--- src/rtl/ecc_pmul_pkg.sv ---
// Shared types and constants for the P-256 point-multiplier result capture block.
// FSM state encoding, error codes and default geometry of the result words.
package ecc_pmul_pkg;

   localparam int P_WORDS  = 8;
   localparam int P_WORD_W = 32;

   // ST_ZERO is only reachable when the zeroize build option is enabled.
   typedef enum logic [2:0] {
      ST_IDLE  = 3'd0,
      ST_ZERO  = 3'd1,
      ST_ARMED = 3'd2,
      ST_RUN   = 3'd3,
      ST_DONE  = 3'd4,
      ST_ERR   = 3'd5
   } state_e;

   localparam logic [1:0] ERR_NONE       = 2'd0;
   localparam logic [1:0] ERR_INCOMPLETE = 2'd1;
   localparam logic [1:0] ERR_TIMEOUT    = 2'd2;
   localparam logic [1:0] ERR_RESTART    = 2'd3;

endpackage

--- src/rtl/ecc_word_bank.sv ---
// One coordinate of result storage: pWORDS x pWORD_W words with a write port,
// a single-word clear port and a registered byte-wide read port.
module ecc_word_bank
   import ecc_pmul_pkg::*;
#(
   parameter int pWORDS  = P_WORDS,
   parameter int pWORD_W = P_WORD_W,
   parameter int ADDR_W  = $clog2(pWORDS),
   parameter int BSEL_W  = $clog2(pWORD_W / 8)
) (
   input  logic                       clk,
   input  logic                       rst_n,
   input  logic                       wr_en_i,
   input  logic [ADDR_W-1:0]          wr_addr_i,
   input  logic [pWORD_W-1:0]         wr_data_i,
   input  logic                       clr_en_i,
   input  logic [ADDR_W-1:0]          clr_addr_i,
   input  logic [ADDR_W+BSEL_W-1:0]   rd_byte_i,
   output logic [7:0]                 rd_data_o
);

   logic [pWORD_W-1:0] mem_q [pWORDS];
   logic [pWORD_W-1:0] mem_d [pWORDS];
   logic [pWORD_W-1:0] rd_word;
   logic [7:0]         rd_data_d;
   logic [7:0]         rd_data_q;

   always_comb begin
      for (int i = 0; i < pWORDS; i++) begin
         mem_d[i] = mem_q[i];
         if (clr_en_i && (clr_addr_i == ADDR_W'(i))) mem_d[i] = '0;
         if (wr_en_i && (wr_addr_i == ADDR_W'(i)))   mem_d[i] = wr_data_i;
      end
      rd_word   = mem_q[rd_byte_i[ADDR_W+BSEL_W-1:BSEL_W]];
      rd_data_d = rd_word[{rd_byte_i[BSEL_W-1:0], 3'b000} +: 8];
   end

   // Storage is deliberately not reset; only the read register is.
   always_ff @(posedge clk) begin
      mem_q <= mem_d;
   end

   always_ff @(posedge clk or negedge rst_n) begin
      if (!rst_n) rd_data_q <= '0;
      else        rd_data_q <= rd_data_d;
   end

   assign rd_data_o = rd_data_q;

endmodule

--- src/rtl/ecc_pmul_result_capture.sv ---
// Captures the affine x/y result words of curve_mul_256, tracks completion,
// errors and timeout, and serves the result byte-wise. Option: ECC_RESULT_ZEROIZE_EN.
module ecc_pmul_result_capture
   import ecc_pmul_pkg::*;
#(
   parameter int pWORDS     = P_WORDS,
   parameter int pWORD_W    = P_WORD_W,
   parameter int pTIMEOUT_W = 24
) (
   input  logic                                 clk,
   input  logic                                 rst_n,
   input  logic                                 start_i,
   input  logic                                 core_rdy_i,
   input  logic [$clog2(pWORDS)-1:0]            rx_addr_i,
   input  logic                                 rx_wren_i,
   input  logic [pWORD_W-1:0]                   rx_din_i,
   input  logic [$clog2(pWORDS)-1:0]            ry_addr_i,
   input  logic                                 ry_wren_i,
   input  logic [pWORD_W-1:0]                   ry_din_i,
   input  logic                                 rd_sel_i,
   input  logic [$clog2(pWORDS*pWORD_W/8)-1:0]  rd_byte_i,
   output logic [7:0]                           rd_data_o,
   output logic [2*pWORDS-1:0]                  word_mask_o,
   output logic                                 valid_o,
   output logic                                 err_o,
   output logic [1:0]                           err_code_o,
   output logic                                 busy_o
);

   localparam int ADDR_W = $clog2(pWORDS);

   state_e                state_q, state_d;
   logic [2*pWORDS-1:0]   mask_q, mask_d;
   logic                  valid_q, valid_d;
   logic                  err_q, err_d;
   logic [1:0]            code_q, code_d;
   logic [pTIMEOUT_W-1:0] wd_q, wd_d, wd_inc;
   logic                  rdy_q, rd_sel_q;
   logic                  x_we, y_we, rdy_rise, wd_sat, armed_go, clr_en;
   logic [ADDR_W-1:0]     clr_addr;
   logic [pWORDS-1:0]     x_hit, y_hit;
   logic [7:0]            x_byte, y_byte;
`ifdef ECC_RESULT_ZEROIZE_EN
   logic [ADDR_W-1:0]     zcnt_q, zcnt_d;
   logic                  fell_q, fell_d;
`endif

   always_comb begin
      x_we     = (state_q == ST_RUN) && rx_wren_i;
      y_we     = (state_q == ST_RUN) && ry_wren_i;
      x_hit    = '0;
      y_hit    = '0;
      if (x_we) x_hit[rx_addr_i] = 1'b1;
      if (y_we) y_hit[ry_addr_i] = 1'b1;
      rdy_rise = core_rdy_i && !rdy_q;
      wd_inc   = wd_q + 1'b1;
      wd_sat   = &wd_inc;
`ifdef ECC_RESULT_ZEROIZE_EN
      armed_go = !core_rdy_i || fell_q;
      zcnt_d   = zcnt_q;
      fell_d   = fell_q;
`else
      armed_go = !core_rdy_i;
`endif
      state_d  = state_q;
      mask_d   = mask_q;
      valid_d  = valid_q;
      err_d    = err_q;
      code_d   = code_q;
      wd_d     = wd_q;
      clr_en   = 1'b0;
      clr_addr = '0;
      case (state_q)
         ST_IDLE, ST_DONE, ST_ERR: begin
            if (start_i) begin
               mask_d  = '0;
               valid_d = 1'b0;
               err_d   = 1'b0;
               code_d  = ERR_NONE;
               wd_d    = '0;
`ifdef ECC_RESULT_ZEROIZE_EN
               state_d = ST_ZERO;
               zcnt_d  = '0;
               fell_d  = 1'b0;
`else
               state_d = ST_ARMED;
`endif
            end
         end
`ifdef ECC_RESULT_ZEROIZE_EN
         ST_ZERO: begin
            clr_en   = 1'b1;
            clr_addr = zcnt_q;
            zcnt_d   = zcnt_q + 1'b1;
            if (!core_rdy_i) fell_d = 1'b1;
            if (start_i) begin
               state_d = ST_ERR;
               err_d   = 1'b1;
               code_d  = ERR_RESTART;
            end else if (zcnt_q == ADDR_W'(pWORDS - 1)) begin
               state_d = ST_ARMED;
            end
         end
`endif
         ST_ARMED: begin
            wd_d = wd_inc;
            if (start_i) begin
               state_d = ST_ERR;
               err_d   = 1'b1;
               code_d  = ERR_RESTART;
            end else if (wd_sat) begin
               state_d = ST_ERR;
               err_d   = 1'b1;
               code_d  = ERR_TIMEOUT;
            end else if (armed_go) begin
               state_d = ST_RUN;
            end
         end
         ST_RUN: begin
            // Same-cycle writes count toward completion on the rdy rise.
            mask_d = mask_q | {y_hit, x_hit};
            wd_d   = wd_inc;
            if (start_i) begin
               state_d = ST_ERR;
               err_d   = 1'b1;
               code_d  = ERR_RESTART;
            end else if (rdy_rise) begin
               if (&mask_d) begin
                  state_d = ST_DONE;
                  valid_d = 1'b1;
               end else begin
                  state_d = ST_ERR;
                  err_d   = 1'b1;
                  code_d  = ERR_INCOMPLETE;
               end
            end else if (wd_sat) begin
               state_d = ST_ERR;
               err_d   = 1'b1;
               code_d  = ERR_TIMEOUT;
            end
         end
         default: state_d = ST_IDLE;
      endcase
   end

   always_ff @(posedge clk or negedge rst_n) begin
      if (!rst_n) begin
         state_q  <= ST_IDLE;
         mask_q   <= '0;
         valid_q  <= 1'b0;
         err_q    <= 1'b0;
         code_q   <= ERR_NONE;
         wd_q     <= '0;
         rdy_q    <= 1'b1;
         rd_sel_q <= 1'b0;
`ifdef ECC_RESULT_ZEROIZE_EN
         zcnt_q   <= '0;
         fell_q   <= 1'b0;
`endif
      end else begin
         state_q  <= state_d;
         mask_q   <= mask_d;
         valid_q  <= valid_d;
         err_q    <= err_d;
         code_q   <= code_d;
         wd_q     <= wd_d;
         rdy_q    <= core_rdy_i;
         rd_sel_q <= rd_sel_i;
`ifdef ECC_RESULT_ZEROIZE_EN
         zcnt_q   <= zcnt_d;
         fell_q   <= fell_d;
`endif
      end
   end

   ecc_word_bank #(.pWORDS(pWORDS), .pWORD_W(pWORD_W)) u_x_bank (
      .clk(clk), .rst_n(rst_n),
      .wr_en_i(x_we), .wr_addr_i(rx_addr_i), .wr_data_i(rx_din_i),
      .clr_en_i(clr_en), .clr_addr_i(clr_addr),
      .rd_byte_i(rd_byte_i), .rd_data_o(x_byte)
   );

   ecc_word_bank #(.pWORDS(pWORDS), .pWORD_W(pWORD_W)) u_y_bank (
      .clk(clk), .rst_n(rst_n),
      .wr_en_i(y_we), .wr_addr_i(ry_addr_i), .wr_data_i(ry_din_i),
      .clr_en_i(clr_en), .clr_addr_i(clr_addr),
      .rd_byte_i(rd_byte_i), .rd_data_o(y_byte)
   );

   // Both banks register the byte; the select is registered alongside it.
   assign rd_data_o   = rd_sel_q ? y_byte : x_byte;
   assign word_mask_o = mask_q;
   assign valid_o     = valid_q;
   assign err_o       = err_q;
   assign err_code_o  = code_q;
   assign busy_o      = (state_q == ST_ARMED) || (state_q == ST_RUN) || (state_q == ST_ZERO);

endmodule

--- config.mk ---
export PLATFORM = sky130hd
export DESIGN_NAME = ecc_pmul_result_capture
export DESIGN_NICKNAME = d
export VERILOG_FILES = /design/src/rtl/ecc_pmul_pkg.sv /design/src/rtl/ecc_word_bank.sv /design/src/rtl/ecc_pmul_result_capture.sv
export SDC_FILE = /design/constraint.sdc
export NUM_CORES = 1
export LEC_CHECK = 0
export BUFFER_PORTS_ARGS = -buffer_cell sky130_fd_sc_hd__clkbuf_2
export CORE_UTILIZATION = 60
export CTS_CLUSTER_DIAMETER = 40
export DETAILED_ROUTE_END_ITERATION = 7
export PLACE_DENSITY = 0.78
export SLEW_MARGIN = 20
export SYNTH_ARGS = -nofsm -noshare
export SYNTH_HDL_FRONTEND = slang
export SYNTH_SLANG_ARGS = --single-unit
--- constraint.sdc ---
create_clock -name clk -period 6.1 [get_ports clk]
set_clock_uncertainty 0.15 [all_clocks]
set_input_delay 0 -clock clk [delete_from_list [all_inputs] [get_ports clk]]
set_output_delay 0 -clock clk [all_outputs]
set_load 0.01 [all_outputs]
==> summary.md <==
| Metric | Value |
|---|---|
| Status | completed |
| Hold Violations, Final | 0 |
| Final number of max-transition violations | 0 |
| Wire length on met2 | 26.2 mm |
| Setup repair after global routing missed its margin | false |
| Dpl hpwl | 25.9 mm |
| Initial cell density of the core | 0.615 |
| Netlist Area Pre-Place | 22700 sq um |
| Top layer reached by signal wires | met5 |
| Number of library cell types mapped by synthesis | 58 |
| Clock insertion delay at the later pin of the skew report | 590 ps |
| Synth Register Bits | 577 |
| Length of routed wiring on met1 | 19.7 mm |
| Final weighted congestion in routability-driven placement | 0.774 |
| Number of antenna violations at the first check in global routing | 5 |
| Remaining global-route overflow | 0 |
| DRC | 0 |
| Layout cells sized above 1 | 0.333 |
| Number of setup violations in the final report | 0 |
| IR drop worst, VDD | 0.292 mV |
| P&R area growth vs syn | 19.0% |
| Reg-to-reg slack, setup | 3100 ps |
| Utilization of the core after routing | 0.732 |
| CP arrival | 3310 ps |
| Maximum count of clock buffers along a single path | 3 |
| Slew headroom | 0.277 |
| P per Cell Area | 344 nW/um^2 |
| Slew of the pin with the lowest slew margin | 1080 ps |
| Total power | 9.27 mW |
| R2R cell count | 8 |
| Shortest period the worst path allows | 3000 ps |
| Core region area | 36900 sq um |
| Vias in the first global route | 12.6k |
| Flip-flop cell with the highest count after synthesis | edfxtp_1 |
| DIE WIDTH | 196 um |
| DRT Wirelength | 52.0 mm |
| Setup slack after placement | 2940 ps |
| Beginning of the worst register-to-register path | wd_q[1]$_DFFE_PN0P_ |
| Register clock-pin slew on the reported worst setup and hold paths | 60 ps |
| # nets final | 1388 |
| Post-synthesis net count | 1164 |
| Fill count | 2028 |
| Routed vias | 12.0k |
| Met3 wirelength from detailed routing | 4.79 mm |
| Hold Path Class | in -> async |
| TritonCTS buffer count | 67 |
| Via density per instance | 6.46 |
| Synthesized area per cell | 21.0 sq um |
| Synthesized instance count | 1080 |
| Largest net degree at the start of global routing | 80 |
| # resized after CTS | 0 |
| Number of enable-type register cells in the synthesized netlist | 512 |
| Top-level I/O count | 111 |
| Critical Path Sink Type | register |
| Die area | 38600 sq um |
| Number of I/O port buffers | 110 |
| Leakage power of the design | 9.10 nW |
| Number of levels in the clock H-tree | 3 |
| Count of max-cap constraint violations | 0 |
| Sequential fraction of the synthesis area | 0.750 |
| Count of routing violations after the opening detailed-route iteration | 1040 |
| Clock sink count | 577 |
| Portion of the clock cycle consumed by the worst path in the final layout | 0.493 |
| Average detailed-routed wire length per instance | 27.9 um |
| Global-route usage over all layers | 0.282 |
| Clock root buffer | clkbuf_16 |
| Critical-path maximum fanout | 9 |
| Die Height | 196 um |
| Wire length of the first global-routing pass | 78.0 mm |
| TritonCTS clock tree | yes |
| Final Worst Setup Slack | 3100 ps |
| Max Clk Rate | 0.333 GHz |
| Setup crit start kind | register |
| Required time of the critical path | 6410 ps |
| Remaining antenna violation count | 0 |
| Length of the first detailed-routing pass in iterations | 5 |
| Final total negative setup slack | 0 ps |
| Core Rows | 70 |
| Yosys warnings | 0 |
| Share of async-settable or async-resettable flops after synthesis | 0.113 |
| Worst Setup Path Type | reg -> reg |
| Worst r2r dst | err_code_o[0]$_DFFE_PN0P_ |
-- critical path, stage by stage, from the launching register on --
cell and delay, ps:
dfrtp_1 430, ha_1 280, nand3_1 240, nor4_4 600, o221ai_2 210, a2111oi_4 390
nand3_2 140, and3_1 190, a221o_1 250
-- layer usage --
metal | vias up | GRT usage
met5 | - | 0
met4 | 4 | 0.0992
met3 | 96 | 0.0679
met2 | 743 | 0.458
met1 | 6218 | 0.379
li1 | 4973 | -
-- kinds of logic (layout without fill, tap and decap cells) --
logic type / count (synthesis) / count (layout) / synth area share
DFF: 577 / 577 / 0.750
muxes: 188 / 188 / 0.173
and+or+nand+nor: 160 / 160 / 0.0387
AOI/OAI and AO/OA: 82 / 82 / 0.0236
buffers and inverters: 63 / 339 / 0.0107
xor gates and xnor gates: 8 / 8 / 0.00309
adders and majority gates: 2 / 2 / 0.00110
other: 0 / 3 / 0
-- state kept, by name (all words and copies together) (netlist names) --
name                cells
err_code_o              2
err_o                   1
rd_sel_q                1
rdy_q                   1
state_q                 3
u_x_bank.mem_q        256
u_x_bank.rd_data_o      8
u_y_bank.mem_q        256
u_y_bank.rd_data_o      8
valid_o                 1
wd_q                   24
word_mask_o            16
-- cell usage after synthesis, types with 7 or more instances --
cell type	n	area share
edfxtp_1	512	0.68
mux4_2	160	0.16
dfrtp_1	64	0.071
nor2_1	52	0.0086
clkbuf_1	42	0.0070
o21ai_0	35	0.0077
nand2_1	29	0.0048
mux2_2	26	0.013
nand3_1	16	0.0035
buf_1	13	0.0022
nand4_1	13	0.0036
a21oi_1	10	0.0022
a31oi_1	9	0.0025
and3_1	9	0.0025
nand2b_1	7	0.0019
nor3_1	7	0.0015
-- cell usage in the layout (no fill, tap or decap), drive strengths merged, types with 3 or more instances in the layout --
cell / n
a21oi: 10
mux2: 26
nor3: 7
a31oi: 9
buf: 25
nor4: 5
o21ai: 35
xnor2: 3
dlygate4sd3: 82
inv: 16
dfrtp: 64
nor2: 52
clkbuf: 192
clkinv: 19
diode: 3
bufinv: 5
nor2b: 3
and3: 9
edfxtp: 512
mux4: 160
xor2: 5
nand3: 17
nand2b: 7
o31ai: 5
a41oi: 4
nand4: 14
nand2: 29
-- repair_timing --
item	CTS	global route
hold buffers	82	0
setup buffers	0	0
hold endpoints to repair	618	0
-- stage by stage --
step	cell area, sq um	cells	hold WS, ps
floorplan	22700	1080	-446
global placement	23900	1657	-33.0
detailed placement	23900	1657	-28.7
CTS	27000	1860	12.1
global route	27000	1862	48.7
finish	27000	1863	29.5
-- layout make-up --
cell class / instances / area [sq um] / area share
clock inverter: 37 / 405 / 0.0150
timing repair buffer: 215 / 1560 / 0.0576
antenna: 3 / 7.51 / 0.000278
clock buffer: 84 / 1840 / 0.0683
multi-input combinational: 440 / 5530 / 0.205
inverter: 3 / 11.3 / 0.000417
sequential: 577 / 17000 / 0.630
tap: 504 / 631 / 0.0234
-- worst max-delay path by stage --
stage | start | endpoint | slack, ps | cells past startpoint
2_1_floorplan | state_q[0]$_DFFE_PN0P_ | u_x_bank.mem_q[224]$_DFFE_PP_ | 1490 | 3
3_3_place_gp | rd_byte_i[2] | u_y_bank.rd_data_o[5]$_DFF_PN0_ | 2970 | 5
3_5_place_dp | rd_byte_i[2] | u_x_bank.rd_data_o[3]$_DFF_PN0_ | 2940 | 5
6_report | wd_q[1]$_DFFE_PN0P_ | err_code_o[0]$_DFFE_PN0P_ | 3100 | 8
4_1_cts | wd_q[1]$_DFFE_PN0P_ | err_code_o[0]$_DFFE_PN0P_ | 3110 | 8
5_1_grt | wd_q[1]$_DFFE_PN0P_ | err_code_o[0]$_DFFE_PN0P_ | 2820 | 8
-- power by group --
group          switching (mW)  leakage (nW)  internal [mW]
clock network            1.64          1.11           2.40
logic                   0.430          2.53          0.309
registers              0.0907          5.46           4.40
total                    2.16          9.10           7.12
(Power assumes the default switching activity.)
